===== config.mk =====
export PLATFORM = sky130hd
export DESIGN_NAME = div_unit
export DESIGN_NICKNAME = d
export VERILOG_FILES = /design/src/rtl/div_pkg.sv /design/src/rtl/div_unit_step.sv /design/src/rtl/div_unit.sv
export SDC_FILE = /design/constraint.sdc
export NUM_CORES = 1
export LEC_CHECK = 0
export CORE_MARGIN = 8
export CORE_UTILIZATION = 44
export CTS_CLUSTER_SIZE = 20
export DETAILED_ROUTE_END_ITERATION = 16
export DONT_BUFFER_PORTS = 1
export GPL_TIMING_DRIVEN = 1
export PLACE_DENSITY = 0.65
export SLEW_MARGIN = 20
export SYNTH_ARGS = -nofsm -noshare
export SYNTH_HDL_FRONTEND = slang
export SYNTH_SLANG_ARGS = --single-unit

===== constraint.sdc =====
create_clock -name clk -period 5.8 [get_ports clk]
set_clock_uncertainty 0.1 [all_clocks]
set_input_delay 1.16 -clock clk [delete_from_list [all_inputs] [get_ports clk]]
set_output_delay 1.16 -clock clk [all_outputs]
set_load 0.02 [all_outputs]

===== src/rtl/div_pkg.sv =====
// Shared types and constants for the iterative divider.
package div_pkg;

    localparam int unsigned DIV_WIDTH = 32;

    // Most-negative 32-bit dividend; paired with a -1 divisor it forms the signed overflow case.
    localparam logic [DIV_WIDTH-1:0] DIV_OVF_A = 32'h8000_0000;

    typedef enum logic [1:0] {
        DIV  = 2'b00,
        DIVU = 2'b01,
        REM  = 2'b10,
        REMU = 2'b11
    } div_op_t;

    typedef enum logic [1:0] {
        IDLE,
        BUSY,
        DONE
    } div_state_t;

    // DIV and REM treat their operands as two's complement.
    function automatic logic op_is_signed(input div_op_t op);
        return (op == DIV) || (op == REM);
    endfunction

    // DIV and DIVU return the quotient; REM and REMU return the remainder.
    function automatic logic op_is_quot(input div_op_t op);
        return (op == DIV) || (op == DIVU);
    endfunction

endpackage


===== src/rtl/div_unit_step.sv =====
// One radix-2 restoring iteration: shift in the next dividend bit, then conditionally subtract.
module div_unit_step
    import div_pkg::*;
#(
    parameter int unsigned WIDTH = 32
) (
    input  logic [WIDTH-1:0] rem_i,
    input  logic [WIDTH-1:0] quo_i,
    input  logic [WIDTH-1:0] divisor_i,
    output logic [WIDTH-1:0] rem_o,
    output logic [WIDTH-1:0] quo_o
);

    logic [WIDTH:0] shifted;
    logic [WIDTH:0] diff;
    logic           ge;

    // Partial remainder stays below the divisor, so after the shift it needs one extra bit.
    always_comb begin
        shifted = {rem_i, quo_i[WIDTH-1]};
        diff    = shifted - {1'b0, divisor_i};
        ge      = shifted >= {1'b0, divisor_i};
        rem_o   = ge ? diff[WIDTH-1:0] : shifted[WIDTH-1:0];
        quo_o   = {quo_i[WIDTH-2:0], ge};
    end

endmodule


===== src/rtl/div_unit.sv =====
// Iterative radix-2 divider for RV32M DIV/DIVU/REM/REMU in the EX stage.
module div_unit
    import div_pkg::*;
#(
    parameter int unsigned WIDTH = 32,
    parameter int unsigned CNT_W = $clog2(WIDTH) + 1
) (
    input  logic             clk,
    input  logic             rst,
    input  logic             start,
    input  logic [1:0]       div_ctrl,
    input  logic [WIDTH-1:0] op_a,
    input  logic [WIDTH-1:0] op_b,
    input  logic             hold,
    input  logic             abort,
    output logic             div_stall,
    output logic             busy,
    output logic             result_valid,
    output logic [WIDTH-1:0] result
);

    localparam logic [WIDTH-1:0] MIN_NEG = {1'b1, {(WIDTH-1){1'b0}}};

    div_state_t       state_q, state_d;
    logic [CNT_W-1:0] cnt_q, cnt_d;
    logic [WIDTH-1:0] quo_q, quo_d;
    logic [WIDTH-1:0] rem_q, rem_d;
    logic [WIDTH-1:0] dvs_q, dvs_d;
    logic [WIDTH-1:0] res_q, res_d;
    div_op_t          op_q, op_d;
    logic             neg_quo_q, neg_quo_d;
    logic             neg_rem_q, neg_rem_d;

    div_op_t          op_in;
    logic             in_signed;
    logic             b_zero;
    logic             ovf;
    logic             special;
    logic [WIDTH-1:0] abs_a;
    logic [WIDTH-1:0] abs_b;
    logic [WIDTH-1:0] rem_nx;
    logic [WIDTH-1:0] quo_nx;
    logic             last_step;
    logic [WIDTH-1:0] fixed_res;

    assign op_in     = div_op_t'(div_ctrl);
    assign in_signed = op_is_signed(op_in);
    assign b_zero    = (op_b == '0);
    assign ovf       = in_signed && (op_a == MIN_NEG) && (op_b == '1);
    assign special   = b_zero || ovf;
    // MIN_NEG negates to itself, which read as unsigned is exactly its magnitude.
    assign abs_a     = (in_signed && op_a[WIDTH-1]) ? -op_a : op_a;
    assign abs_b     = (in_signed && op_b[WIDTH-1]) ? -op_b : op_b;
    assign last_step = (cnt_q == CNT_W'(1));

    div_unit_step #(
        .WIDTH(WIDTH)
    ) u_step (
        .rem_i    (rem_q),
        .quo_i    (quo_q),
        .divisor_i(dvs_q),
        .rem_o    (rem_nx),
        .quo_o    (quo_nx)
    );

    // Sign correction is applied to the final iteration's outputs so the result is ready on entering DONE.
    assign fixed_res = op_is_quot(op_q) ? (neg_quo_q ? -quo_nx : quo_nx)
                                        : (neg_rem_q ? -rem_nx : rem_nx);

    // State register.
    always_ff @(posedge clk or posedge rst) begin
        if (rst) state_q <= IDLE;
        else     state_q <= state_d;
    end

    // Next-state logic; abort overrides every other transition.
    always_comb begin
        state_d = state_q;
        if (abort) begin
            state_d = IDLE;
        end else begin
            case (state_q)
                IDLE:    if (start) state_d = special ? DONE : BUSY;
                BUSY:    if (last_step) state_d = DONE;
                DONE:    if (!hold) state_d = IDLE;
                default: state_d = IDLE;
            endcase
        end
    end

    // Outputs decoded from state; result is forced to zero outside DONE.
    always_comb begin
        busy         = (state_q != IDLE);
        result_valid = (state_q == DONE);
        result       = (state_q == DONE) ? res_q : '0;
        div_stall    = ((state_q == IDLE) && start) || (state_q == BUSY);
    end

    // Datapath next-state: operand capture, early-out results and the per-cycle iteration.
    always_comb begin
        cnt_d     = cnt_q;
        quo_d     = quo_q;
        rem_d     = rem_q;
        dvs_d     = dvs_q;
        res_d     = res_q;
        op_d      = op_q;
        neg_quo_d = neg_quo_q;
        neg_rem_d = neg_rem_q;
        if (!abort) begin
            case (state_q)
                IDLE: begin
                    if (start) begin
                        if (b_zero) begin
                            res_d = op_is_quot(op_in) ? '1 : op_a;
                        end else if (ovf) begin
                            res_d = (op_in == DIV) ? MIN_NEG : '0;
                        end else begin
                            quo_d     = abs_a;
                            dvs_d     = abs_b;
                            rem_d     = '0;
                            cnt_d     = CNT_W'(WIDTH);
                            op_d      = op_in;
                            neg_quo_d = in_signed && (op_a[WIDTH-1] ^ op_b[WIDTH-1]);
                            neg_rem_d = in_signed && op_a[WIDTH-1];
                        end
                    end
                end
                BUSY: begin
                    quo_d = quo_nx;
                    rem_d = rem_nx;
                    cnt_d = cnt_q - CNT_W'(1);
                    if (last_step) res_d = fixed_res;
                end
                default: ;
            endcase
        end
    end

    // Datapath registers.
    always_ff @(posedge clk or posedge rst) begin
        if (rst) begin
            cnt_q     <= '0;
            quo_q     <= '0;
            rem_q     <= '0;
            dvs_q     <= '0;
            res_q     <= '0;
            op_q      <= DIV;
            neg_quo_q <= 1'b0;
            neg_rem_q <= 1'b0;
        end else begin
            cnt_q     <= cnt_d;
            quo_q     <= quo_d;
            rem_q     <= rem_d;
            dvs_q     <= dvs_d;
            res_q     <= res_d;
            op_q      <= op_d;
            neg_quo_q <= neg_quo_d;
            neg_rem_q <= neg_rem_d;
        end
    end

    // Upstream only issues start while the unit is idle.
    a_start_idle: assert property (@(posedge clk) disable iff (rst) !(start && (state_q != IDLE)));

endmodule


# Word-level counts from Yosys, hierarchy flattened
# Index checks and enable logic that the tools add are counted.
totals:
  elab_cells: 89
  output_inout_bits: 35
  register_bits: 140
op_classes:
  n_reduce_logical: 21
  eq_ne: 16
  n_bitwise: 4
  n_addsub: 6
  n_mux: 32
  order_cmp: 1
op_table:
  columns: ["operator", "n"]
  rows:
  - ["32-bit 2-to-1 mux", 19]
  - ["32-bit case mux with 2 select lines", 3]
  - ["32-bit negation", 4]
  - ["32-bit == test (second input constant)", 2]
  - ["33-bit by 32-bit greater-or-equal comparator with 1-bit output", 1]
  - ["32-bit zero test", 1]
  - ["32-bit subtractor", 1]
  - ["6-bit 2-to-1 mux", 3]
  - ["5-bit AND reduction", 3]
  - ["3-bit inequality test (second input constant)", 4]
  - ["6-bit case mux with 2 select lines", 1]
  - ["2-bit 2-to-1 mux", 5]
  - ["2-bit inequality test (second input constant)", 4]
  - ["2-bit by 1-bit == test with 1-bit output (second input constant)", 3]
  - ["6-bit by 1-bit == test with 1-bit output (second input constant)", 1]
  - ["1-bit logical AND", 6]
  - ["2-bit zero test", 3]
  - ["2-bit case mux with 3 select lines", 1]
  - ["6-bit by 1-bit subtractor with 6-bit output (second input constant)", 1]
  - ["1-bit logical OR", 5]
  - ["2-bit == test (second input constant)", 2]
  - ["2-bit nonzero test", 2]
  - ["1-bit NOT", 3]
  - ["3-bit AND reduction", 1]
  - ["1-bit XOR", 1]

# Longest topological paths before layout
logic_depth:
  word_depth: 9
  ltp_mapped: 23

# Cells and area by module
# A second synthesis with hierarchy kept.
unflattened:
  hier_cells: 1500
  hier_area_um2: 12051.6
modules_own_cells:
  columns: ["module", "seq_area_each_um2", "n_inst", "area_per_inst_um2", "cells_per_inst"]
  rows:
  - ["div_unit", 3478.3, 1, 9480.3, 1145]
  - ["div_unit_step", 0.0, 1, 2571.2, 355]

# Worst setup path before layout
# No wires, ideal clock.
synth_path:
  path_kind: "flip-flop to flip-flop"
  from: "register rem_q[10]"
  to: "register res_q[26]"
  arrival_time_ps: 5428
  stages_incl_launch_ff: 21
  setup_time_ps: 137
  period_less_slack_ps: 5665
  required_time_ps: 5563
  slack_ps: 135
  path_cell_list: "dfrtp_1 > ha_1 > and4_1 > and3_1 > a21boi_4 > or4_4 > a21o_1 > clkbuf_1 > clkbuf_1 > buf_2 > buf_1 > o21ai_0 > ha_1 > nand4b_1 > or3_1 > or4_1 > o21a_2 > or4_4 > or3_1 > a31oi_1 > a21oi_1"
synth_between:
  elab_chain_len: 7
  elab_cells_between_ends: 10
  cone_classes: "add/sub: 3; order compare: 1; mux: 6"
synth_rtl:
  columns: ["element", "line", "text"]
  rows:
  - ["start, declared", "div_unit.sv:27", "logic [WIDTH-1:0] rem_q, rem_d;"]
  - ["start signal, assigned", "div_unit.sv:153", "rem_q <= rem_d;"]
  - ["32-bit subtractor or 33-bit by 32-bit greater-or-equal comparator with 1-bit output (tied branches)", "div_unit_step.sv:21, div_unit_step.sv:22", null]
  - ["32-bit 2-to-1 mux", "div_unit_step.sv:23", "rem_o = ge ? diff[WIDTH-1:0] : shifted[WIDTH-1:0];"]
  - ["32-bit negation", "div_unit.sv:68", ": (neg_rem_q ? -rem_nx : rem_nx);"]
  - ["32-bit 2-to-1 mux", "div_unit.sv:68", null]
  - ["32-bit 2-to-1 mux (*)", "div_unit.sv:67", "assign fixed_res = op_is_quot(op_q) ? (neg_quo_q ? -quo_nx : quo_nx)"]
  - ["32-bit 2-to-1 mux (*)", "div_unit.sv:132", "if (last_step) res_d = fixed_res;"]
  - ["32-bit case mux with 2 select lines (*)", "div_unit.sv:110", "case (state_q)"]
  - ["end signal, assigned", "div_unit.sv:155", "res_q <= res_d;"]
  - ["end, declared", "div_unit.sv:29", "logic [WIDTH-1:0] res_q, res_d;"]
# Every way passes the cells marked *; elsewhere a longest branch is shown, timed or not. The select of a mux whose other input is x is not followed.
# A chain may end at the register's enable or synchronous reset.

# Final worst setup path
layout_path:
  from: "register rem_q[3]"
  to: "register res_q[26]"
# Same word-level chain as after synthesis.

==> impl_metrics.yaml <==
sta:
  tightest_slew_ps: 1050
  finalSetupViolations: 0
  fmax_mhz: 185
  hold_slack_ps: 383
  maxSlewHeadroom: 0.297
  finalHoldViolCount: 0
  final_max_slew_viol_count: 0
  tns_ps: 0
  fin_crit_sh: 0.933
  post-route-min-period_ps: 5410
  finalWorstSetupSlack_ps: 389
  rsz0062_at_grt: "no"
clock_network:
  cts_buffer_depth: 2
  hold_buffers: 0
  cts_root_buf: "clkbuf_16"
  clk_latency_ps: 430
  cts_sinks: 139
  h-tree-depth: 4
  post-cts-setup-buffer-count: 0
  cts-buffers-inserted: 17
  cts-resized-gates: 0
  cts_tree: "done"
  clkTransAtPathRegs_ps: 70
die:
  dieHeight_um: 181
  io_pins: 106
  row_count: 60
  die_area_mm2: 0.0329
  dieWidth_um: 181
  start_util: 0.447
  core-area_mm2: 0.0269
pwr:
  power_mw: 3.85
  vdd_drop_max_mv: 0.178
  pwr-share-comb: 0.334
  power_density_mw_per_mm2: 299
  seq_power_share: 0.353
  clockPowerShare: 0.313
  p_leak_nw: 5.26
  p_int_mw: 2.37
  switching_share: 0.385
  power_switching_mw: 1.48
detailed_routing:
  vias: 11700
  firstDrtPassIters: 6
  via_per_inst: 6.23
  routed_wl_mm: 39.9
  drt_iter0_drc: 1244
  ant_nets: 0
  drcViolationCount: 0
  wl_per_cell_um: 21.2
critical_path:
  worst_setup_path_start_kind: "register"
  worstPathCellList: "ha_1 -> a21o_1 -> a31oi_4 -> a21boi_4 -> or4_4 -> a21o_2 -> o21ai_0 -> ha_1 -> nand4b_1 -> or3_1 -> or4_1 -> o21a_2 -> or4_4 -> or3_1 -> a31oi_1 -> a21oi_1"
  cp_slowest_cell: "or4_4"
  end_kind: "register"
  max_stage_delay_ps: 590
  cp.required_ps: 6020
  critPathKind: "reg2reg"
  path_max_fanout: 12
  critPathArrivalTime_ps: 5630
global_route:
  grt_pass1_wl_mm: 63.2
  overflow: 0
  antenna_found_initial: 0
  grt_pass1_vias: 11200
  grt_max_degree: 101
  grt_usage: 0.238
place:
  dp_cells: 1846
  port_buffers: 0
  gp_congestion: 0.946
  dp_slack_ps: 438
  dpl.hpwl_mm: 30.0
  place_area_mm2: 0.0123
logic_synthesis:
  synth.most_common_cell: "nand2_1"
  synth_cell_types: 81
  synth_top_cell_by_area: "dfrtp_1"
  synth_top_area_frac: 0.289
  synthCells: 1579
  synth.area.top_cells: "dfrtp_1 (29%), o21ai_0 (7.4%), nand2_1 (5.9%), a21oi_1 (5.8%), xnor2_1 (5.7%)"
  ys_seq_area_frac: 0.289
  ys_warn_count: 0
  ys_top_cells_by_count: "nand2_1 (188), o21ai_0 (178), a21oi_1 (140)"
  synth_flop_cell: "dfrtp_1"
  synth-seq-cells: 139
  syn_nets: 1690
  synth_area_mm2: 0.0120
  synth_edf_count: 0
  syn_area_per_cell_um2: 7.61
  async_reset_ff_frac: 1.00
layout:
  diodes: 0
  fin_area_mm2: 0.0129
  fillers: 2662
  final_nets: 1635
  final_util: 0.480
  register_area_mm2: 0.00348
  multi_input_comb_area_mm2: 0.00794
  fin_cells: 1878
  drive_above_1_share: 0.0599
  syn_to_final_growth_pct: 7.22
min_path:
  hold_path.class: "reg2reg"
run:
  maxCapViolCount: 0
outcome:
  outcome: "finished clean"
## cells in the final DEF, fill, tap and decap left out, drive strengths merged, types with 13 or more instances in the layout
master	count
o21a	21
and3	15
nand3	17
dfrtp	139
nor3	34
inv	71
nor4	17
or4	19
a31oi	19
nand2	188
a21oi	142
clkbuf	19
nand2b	13
xnor2	78
o31ai	26
o211ai	16
and2	41
o21ai	188
o41ai	17
buf	20
ha	39
xor2	56
nand4	25
mux2i	16
a21o	14
nor2	131
or3	29
## kinds of logic (layout without fill, tap and decap cells)
kind of cell,after synthesis,in the layout,share of synthesized area
AOI/OAI and AO/OA,528,528,0.275
xor gates and xnor gates,134,134,0.0976
adders and majority gates,40,40,0.0423
buffers and inverters,160,118,0.0523
DFF,139,139,0.289
muxes,22,22,0.0189
and+or+nand+nor,556,556,0.224
## per-layer routing
| layer | global-route usage | part of all wire | wire length [um] | up-vias |
|---|---|---|---|---|
| met5 | 0 | 0 | 0 | - |
| met4 | 0.0748 | 0.025 | 999 | 0 |
| met3 | 0.0514 | 0.067 | 2650 | 62 |
| met2 | 0.384 | 0.46 | 18500 | 416 |
| met1 | 0.315 | 0.44 | 17700 | 5660 |
| li1 | - | - | - | 5568 |
## path summary, 6_finish.rpt
path,cells past startpoint,to,slack (ps),startpoint
setup / recovery,16,res_q[26]$_DFFE_PP0P_,390,rem_q[3]$_DFFE_PP0P_
hold / removal,1,res_q[5]$_DFFE_PP0P_,380,res_q[5]$_DFFE_PP0P_
setup reg to reg,16,res_q[26]$_DFFE_PP0P_,390,rem_q[3]$_DFFE_PP0P_
hold reg to reg,1,res_q[5]$_DFFE_PP0P_,380,res_q[5]$_DFFE_PP0P_
max in group asynchronous,2,quo_q[24]$_DFFE_PP0P_,3760,rst
min in group asynchronous,1,res_q[10]$_DFFE_PP0P_,700,rst
## worst max-delay path, delay by kind of cell (launching register included)
family | cells | cell delay (ps)
AOI/OAI and AO/OA | 8 | 1660
adders and majority gates | 2 | 710
DFF | 1 | 450
and+or+nand+nor | 6 | 2380
## cell type report
type,instances,area share
Tap cell,341,0.0331
Clock buffer,19,0.0351
Inverter,66,0.0196
Timing Repair Buffer,20,0.0126
Multi-Input combinational cell,1280,0.616
Clock inverter,13,0.0139
Sequential cell,139,0.270
## state kept, by name, summed over array words and instances, names as in the netlist
| signal | cells |
|---|---|
| cnt_q | 6 |
| dvs_q | 32 |
| neg_quo_q | 1 |
| neg_rem_q | 1 |
| op_q | 1 |
| quo_q | 32 |
| rem_q | 32 |
| res_q | 32 |
| state_q | 2 |
## power by group through the flow
| stage | clock, mW | combinational (mW) | sequential, mW |
|---|---|---|---|
| after global routing | 1.26 | 1.43 | 1.39 |
| after global placement | 0 | 1.25 | 1.37 |
| after CTS | 1.21 | 1.28 | 1.36 |
| final | 1.21 | 1.29 | 1.36 |
| after floorplan | 0 | 1.00 | 1.30 |
| after detailed placement | 0 | 1.27 | 1.37 |
Note: power is estimated with default switching activity, not from simulation.
